**config.mk**
```make
export PLATFORM = sky130hd
export DESIGN_NAME = dnu3_rd_fsm
export DESIGN_NICKNAME = d
export VERILOG_FILES = /design/src/rtl/dnu3_ctrl_pkg.sv /design/src/rtl/dnu3_hs_timer.sv /design/src/rtl/dnu3_rd_fsm.sv
export SDC_FILE = /design/constraint.sdc
export NUM_CORES = 1
export LEC_CHECK = 0
export BUFFER_PORTS_ARGS = -buffer_cell sky130_fd_sc_hd__clkbuf_2
export CORE_UTILIZATION = 44
export CTS_BUF_LIST = sky130_fd_sc_hd__clkbuf_4
export CTS_CLUSTER_SIZE = 12
export DETAILED_ROUTE_END_ITERATION = 7
export GPL_TIMING_DRIVEN = 0
export HOLD_SLACK_MARGIN = 0.05
export SLEW_MARGIN = 10
export SYNTH_ARGS = -nofsm -noshare
export SYNTH_HDL_FRONTEND = slang
export SYNTH_SLANG_ARGS = --single-unit
export TNS_END_PERCENT = 1
```
**constraint.sdc**
```tcl
create_clock -name read_clk -period 2.9 [get_ports read_clk]
set_clock_uncertainty 0.15 [all_clocks]
set_input_delay 0.145 -clock read_clk [delete_from_list [all_inputs] [get_ports read_clk]]
set_output_delay 0.145 -clock read_clk [all_outputs]
set_load 0.03 [all_outputs]
```
**src/rtl/dnu3_ctrl_pkg.sv**
```systemverilog
// Purpose: shared definitions for the DNU3 IB-RAM iteration-update handshake.
//   - state_e   : reader FSM state encoding (also exported on the debug port)
//   - BUSY_*    : writer status codes carried on busy[1:0]
//   - is_hs_state(): true for the states that wait on the writer and are
//                    therefore guarded by the handshake timeout
package dnu3_ctrl_pkg;

  typedef enum logic [2:0] {
    ST_IDLE    = 3'b000,
    ST_REQ     = 3'b001,
    ST_UPD     = 3'b010,
    ST_DROP    = 3'b011,
    ST_RD      = 3'b100,
    ST_RD_LAST = 3'b101,
    ST_TERM    = 3'b110,
    ST_ERR     = 3'b111
  } state_e;

  localparam logic [1:0] BUSY_IDLE = 2'b00;
  localparam logic [1:0] BUSY_UPD  = 2'b01;
  localparam logic [1:0] BUSY_FIN  = 2'b10;

  function automatic logic is_hs_state(input state_e s);
    return (s == ST_REQ) || (s == ST_UPD) || (s == ST_DROP);
  endfunction

endpackage

```
**src/rtl/dnu3_hs_timer.sv**
```systemverilog
// Purpose: per-phase handshake timeout counter.
// Ports:
//   clk_i      : clock
//   rst_i      : synchronous active-high reset
//   clr_i      : high on the first cycle of a new phase; that cycle counts as 0
//   en_i       : count while high; the counter idles at 0 when low
//   expired_o  : high on the LIMIT-th consecutive enabled cycle of a phase
module dnu3_hs_timer #(
  parameter int unsigned LIMIT = 256
) (
  input  logic clk_i,
  input  logic rst_i,
  input  logic clr_i,
  input  logic en_i,
  output logic expired_o
);

  localparam int unsigned W = $clog2(LIMIT + 1);

  logic [W-1:0] cnt_q;
  logic [W-1:0] cnt_eff;

  // clr_i arrives registered together with the new state, so it overrides the
  // stale count in the same cycle rather than one cycle late.
  assign cnt_eff   = clr_i ? '0 : cnt_q;
  assign expired_o = en_i && (cnt_eff == W'(LIMIT - 1));

  always_ff @(posedge clk_i) begin
    if (rst_i) begin
      cnt_q <= '0;
    end else if (en_i) begin
      cnt_q <= cnt_eff + W'(1);
    end else begin
      cnt_q <= '0;
    end
  end

endmodule

```
**src/rtl/dnu3_rd_fsm.sv**
```systemverilog
// Purpose: reader/initiator side of the DNU3 IB-RAM iteration-update handshake.
//   Per decoding iteration: request an IB-RAM refresh from the writer, follow
//   its busy status through update and finish, then sweep both interleaved
//   banks for LOAD_CYCLE cycles. Terminates on syndrome pass or MAX_ITER.
// Ports:
//   read_clk, rst        : clock, synchronous active-high reset
//   dec_start            : 1-cycle pulse, starts a decode (only honoured in IDLE)
//   syndrome_ok          : parity satisfied, sampled only in RD_LAST
//   busy[1:0]            : writer status (00 idle, 01 updating, 10 finish)
//   iter_rqst            : request to writer, high in REQ and UPD
//   iter_termination     : 1-cycle pulse to writer in TERM or ERR
//   ram_read_en, rd_addr : shared IB-RAM read port for both banks
//   iter_cnt             : completed iterations of the current decode
//   decode_done          : 1-cycle pulse on normal termination
//   handshake_err        : sticky handshake failure flag
//   state                : current FSM state (debug)
// Handshake: iter_rqst rises on REQ entry and stays high until the writer
//   reports finish (busy==10); the writer reads a falling iter_rqst as its own
//   finish, so it only falls in DROP, ERR or on reset. Reads start only after
//   the writer has returned to busy==00.
module dnu3_rd_fsm
  import dnu3_ctrl_pkg::*;
#(
  parameter int unsigned LOAD_CYCLE = 64,
  parameter int unsigned MAX_ITER   = 10,
  parameter int unsigned HS_TIMEOUT = 256,
  localparam int unsigned AW = $clog2(LOAD_CYCLE),
  localparam int unsigned CW = $clog2(MAX_ITER + 1)
) (
  input  logic          read_clk,
  input  logic          rst,
  input  logic          dec_start,
  input  logic          syndrome_ok,
  input  logic [1:0]    busy,
  output logic          iter_rqst,
  output logic          iter_termination,
  output logic          ram_read_en,
  output logic [AW-1:0] rd_addr,
  output logic [CW-1:0] iter_cnt,
  output logic          decode_done,
  output logic          handshake_err,
  output logic [2:0]    state
);

  state_e        state_q;
  logic          st_new_q;
  logic          iter_rqst_q;
  logic          iter_term_q;
  logic          rd_en_q;
  logic [AW-1:0] rd_addr_q;
  logic [CW-1:0] iter_cnt_q;
  logic          done_q;
  logic          err_q;

  logic          hs_en;
  logic          hs_expired;

  assign hs_en = is_hs_state(state_q);

  dnu3_hs_timer #(
    .LIMIT(HS_TIMEOUT)
  ) u_hs_timer (
    .clk_i    (read_clk),
    .rst_i    (rst),
    .clr_i    (st_new_q),
    .en_i     (hs_en),
    .expired_o(hs_expired)
  );

  // All outputs are registered alongside the state they belong to, so every
  // transition below also sets the outputs of the state being entered.
  always_ff @(posedge read_clk) begin
    if (rst) begin
      state_q     <= ST_IDLE;
      st_new_q    <= 1'b0;
      iter_rqst_q <= 1'b0;
      iter_term_q <= 1'b0;
      rd_en_q     <= 1'b0;
      rd_addr_q   <= '0;
      iter_cnt_q  <= '0;
      done_q      <= 1'b0;
      err_q       <= 1'b0;
    end else begin
      st_new_q    <= 1'b0;
      iter_term_q <= 1'b0;
      done_q      <= 1'b0;
      unique case (state_q)
        ST_IDLE: begin
          if (dec_start) begin
            state_q     <= ST_REQ;
            st_new_q    <= 1'b1;
            iter_rqst_q <= 1'b1;
            iter_cnt_q  <= '0;
            err_q       <= 1'b0;
          end
        end
        ST_REQ: begin
          if (busy == BUSY_UPD) begin
            state_q  <= ST_UPD;
            st_new_q <= 1'b1;
          end else if (hs_expired) begin
            state_q     <= ST_ERR;
            iter_rqst_q <= 1'b0;
            iter_term_q <= 1'b1;
            err_q       <= 1'b1;
          end
        end
        ST_UPD: begin
          if (busy == BUSY_FIN) begin
            state_q     <= ST_DROP;
            st_new_q    <= 1'b1;
            iter_rqst_q <= 1'b0;
          end else if ((busy == BUSY_IDLE) || hs_expired) begin
            // busy back to idle without a finish means the writer aborted
            state_q     <= ST_ERR;
            iter_rqst_q <= 1'b0;
            iter_term_q <= 1'b1;
            err_q       <= 1'b1;
          end
        end
        ST_DROP: begin
          if (busy == BUSY_IDLE) begin
            state_q   <= ST_RD;
            rd_en_q   <= 1'b1;
            rd_addr_q <= '0;
          end else if (hs_expired) begin
            state_q     <= ST_ERR;
            iter_term_q <= 1'b1;
            err_q       <= 1'b1;
          end
        end
        ST_RD: begin
          if (rd_addr_q == AW'(LOAD_CYCLE - 1)) begin
            state_q   <= ST_RD_LAST;
            rd_en_q   <= 1'b0;
            rd_addr_q <= '0;
          end else begin
            rd_addr_q <= rd_addr_q + AW'(1);
          end
        end
        ST_RD_LAST: begin
          iter_cnt_q <= iter_cnt_q + CW'(1);
          // iter_cnt_q still holds the pre-increment count here
          if (syndrome_ok || (iter_cnt_q == CW'(MAX_ITER - 1))) begin
            state_q     <= ST_TERM;
            iter_term_q <= 1'b1;
            done_q      <= 1'b1;
          end else begin
            state_q     <= ST_REQ;
            st_new_q    <= 1'b1;
            iter_rqst_q <= 1'b1;
          end
        end
        ST_TERM: begin
          state_q <= ST_IDLE;
        end
        ST_ERR: begin
          state_q <= ST_IDLE;
        end
        default: begin
          state_q <= ST_IDLE;
        end
      endcase
    end
  end

  assign iter_rqst        = iter_rqst_q;
  assign iter_termination = iter_term_q;
  assign ram_read_en      = rd_en_q;
  assign rd_addr          = rd_addr_q;
  assign iter_cnt         = iter_cnt_q;
  assign decode_done      = done_q;
  assign handshake_err    = err_q;
  assign state            = state_q;

endmodule
```
==> reports/metrics.yaml <==
synthMuxAreaShare: 0.00646
switching_share: 0.337
clock_path_buffers: 2
rsz0062_at_grt: "no"
setup_violations: 0
rows: 21
slew_headroom: 0.532
first_iter_violations: 85
routed_wl_um: 3560
htree_levels: 1
numCtsBuffers: 3
io_pins: 24
wire_per_inst_um: 13.7
min-delay-path-class: "in2reg"
synthArstFlopShare: 0
die_y_um: 61.3
grt_use_total: 0.198
path_clk_slew_ns: 0.16
p_leak_nw: 0.672
nNetsFinal: 225
core_um2: 3360
root_buffer: "clkbuf_4"
cp.arrival_ns: 2.72
rr_startpoint: "st_new_q"
ys_seq_elements: 28
grt_pass1_vias: 1267
reg2reg_slack_ns: 0.27
die_w_um: 61.3
hpwl_um: 2650
syn_area_um2: 1550
hold_violations: 0
gp_congestion: 0.832
postCtsSetupBuffers: 0
numPortBuffers: 21
p_per_area_nw_per_um2: 552
whs_endpoint: "state[2]"
ys_types: 53
p_int_w: 0.000645
grt_start_max_net_pins: 17
synth-xor-area-share: 0.0396
path_buf_inv: 1
ys.flop_type: "dfxtp_1"
syn_area_per_cell_um2: 8.24
cp.required_ns: 3.00
cts_resized: 0
grt_overflow: 0
fin_crit_sh: 0.906
synthesis.nets: 199
first_pass_iters: 4
start_util: 0.461
start_kind: "register"
max_stage_delay_ns: 0.41
diodes: 0
synth_top_family_by_area: "simple AND/OR/NAND/NOR gates"
finalSetupTns_ns: 0
whs_path_depth: 2
path_max_fanout: 8
yosys_warnings: 0
crit_type: "reg2reg"
die_area_um2: 3760
yosysSeqAreaShare: 0.362
final_common_cell: "dfxtp_1"
p_sw_w: 0.000329
ant_nets: 0
reg2reg_to: "iter_rqst"
power_w: 0.000974
drv_cap: 0
synth-adder-area-share: 0.0404
drc: 0
synth_compound_area_frac: 0.239
cpLargestDelayFamily: "simple AND/OR/NAND/NOR gates"
cts_hold_buf: 0
status: "finished clean"
cts_tree: "done"
ir_worst_vdd_uv: 250
seq_power_share: 0.449
hp-start: "rst"
cp_slowest_cell: "dfxtp_1"
cp-end-kind: "register"
vias: 1479
cts.sinks: 28
antenna_found_initial: 0
max_freq_ghz: 0.380
areaGrowthSynthToFinish_pct: 13.9
power_frac_clock: 0.270
syn_inst: 188
comb_power_share: 0.282
grt_pass1_wl_um: 5580
layout-drive-gt1-share: 0.183
synth_edf_count: 0
worstMarginPinSlew_ns: 0.698
drt-vias-per-instance: 5.71
crit_chain: "nand2b_1, inv_1, ha_1, nand3_1, nor2_1, and4_1, ha_1, nand2b_1, nand2_1, o21ba_2, o311a_1"
rr_worst_depth: 11
maxSlewViolCount: 0
worst_skew_pair.late_latency_ns: 0.34
fin_crit_ns: 2.63
synthSimpleGateAreaFrac: 0.258
final_cell_mix: "28 x dfxtp_1, 21 x clkbuf_2, 18 x nor2_1"
final cells by class:
type                       count  area, µm²
fill                         351       1600
multi-input combinational    140        905
sequential                    28        561
timing repair buffer          21        105
tap                           46       57.6
buffer                        10       46.3
inverter                      10       37.5
clock inverter                 1       30.0
clock buffer                   3       22.5
worst max-delay path by stage:
| stage | from | endpoint | slack, ns | cells past startpoint |
|---|---|---|---|---|
| 2_1_floorplan | st_new_q | iter_rqst | 0.56 | 11 |
| 3_5_place_dp | st_new_q | iter_rqst | 0.29 | 11 |
| 3_3_place_gp | st_new_q | iter_rqst | 0.32 | 11 |
| 5_1_grt | st_new_q | iter_rqst | 0.08 | 11 |
| 4_1_cts | st_new_q | iter_rqst | 0.27 | 11 |
| 6_report | st_new_q | iter_rqst | 0.27 | 11 |
routing by layer:
layer / global-route usage / wire, µm / vias to the layer above
met4: 0.0667 / 63 / 0
met3: 0.0273 / 158 / 8
li1: - / - / 731
met2: 0.346 / 1730 / 48
met1: 0.251 / 1610 / 692
met5: 0 / 0 / -
sequential cells by signal (all words and copies together) (netlist names):
name,cells
iter_rqst,1
ram_read_en,1
decode_done,1
st_new_q,1
handshake_err,1
state,3
iter_termination,1
u_hs_timer.cnt_q,9
iter_cnt,4
rd_addr,6
power groups by stage:
stage / sequential (W) / combinational (W) / clock [W]
CTS: 0.000437 / 0.000272 / 0.000267
floorplan: 0.000468 / 0.000180 / 0
detailed placement: 0.000446 / 0.000271 / 0
global route: 0.000441 / 0.000301 / 0.000279
global placement: 0.000445 / 0.000268 / 0
finish: 0.000437 / 0.000274 / 0.000263
metrics by stage:
stage                     utilization  instances  area, µm²  worst slack (ns)  hold slack (ns)
final                           0.525        259       1760             0.272            0.123
after global routing            0.525        259       1760            0.0763            0.158
after CTS                       0.525        259       1760             0.267            0.127
after detailed placement        0.509        255       1710             0.293            0.337
after global placement          0.509        255       1710             0.319            0.329
after floorplan                     -        188       1550             0.563            0.248
synth_stat cells (all sizes together) (2+ instances only):
cell | count | area (µm²)
nor4 | 2 | 12.5
a2bb2oi | 2 | 17.5
nand3 | 4 | 20.0
a311oi | 3 | 26.3
o21ai | 10 | 50.0
nor2 | 19 | 73.8
xnor2 | 5 | 43.8
or4 | 2 | 15.0
o22ai | 2 | 12.5
ha | 5 | 62.6
nand2 | 17 | 63.8
nand4 | 3 | 18.8
buf | 5 | 27.5
nor2b | 5 | 31.3
nand2b | 2 | 12.5
nor3 | 7 | 35.0
and3 | 2 | 12.5
and2 | 2 | 12.5
a21o | 3 | 22.5
o21ba | 2 | 20.0
inv | 10 | 37.5
dfxtp | 28 | 561
a32oi | 2 | 17.5
a21oi | 10 | 50.1
xor2 | 2 | 17.5
or3b | 3 | 26.3
nand3b | 2 | 15.0
a31oi | 5 | 46.3
clkbuf | 5 | 18.8
logic make-up after synthesis:
kind of cell,after synthesis
buf+inv,20
flops,28
fa+ha+maj,5
simple gates,75
xor+xnor,7
mux,1
compound gates,52
Note: power is estimated with default switching activity, not from simulation.
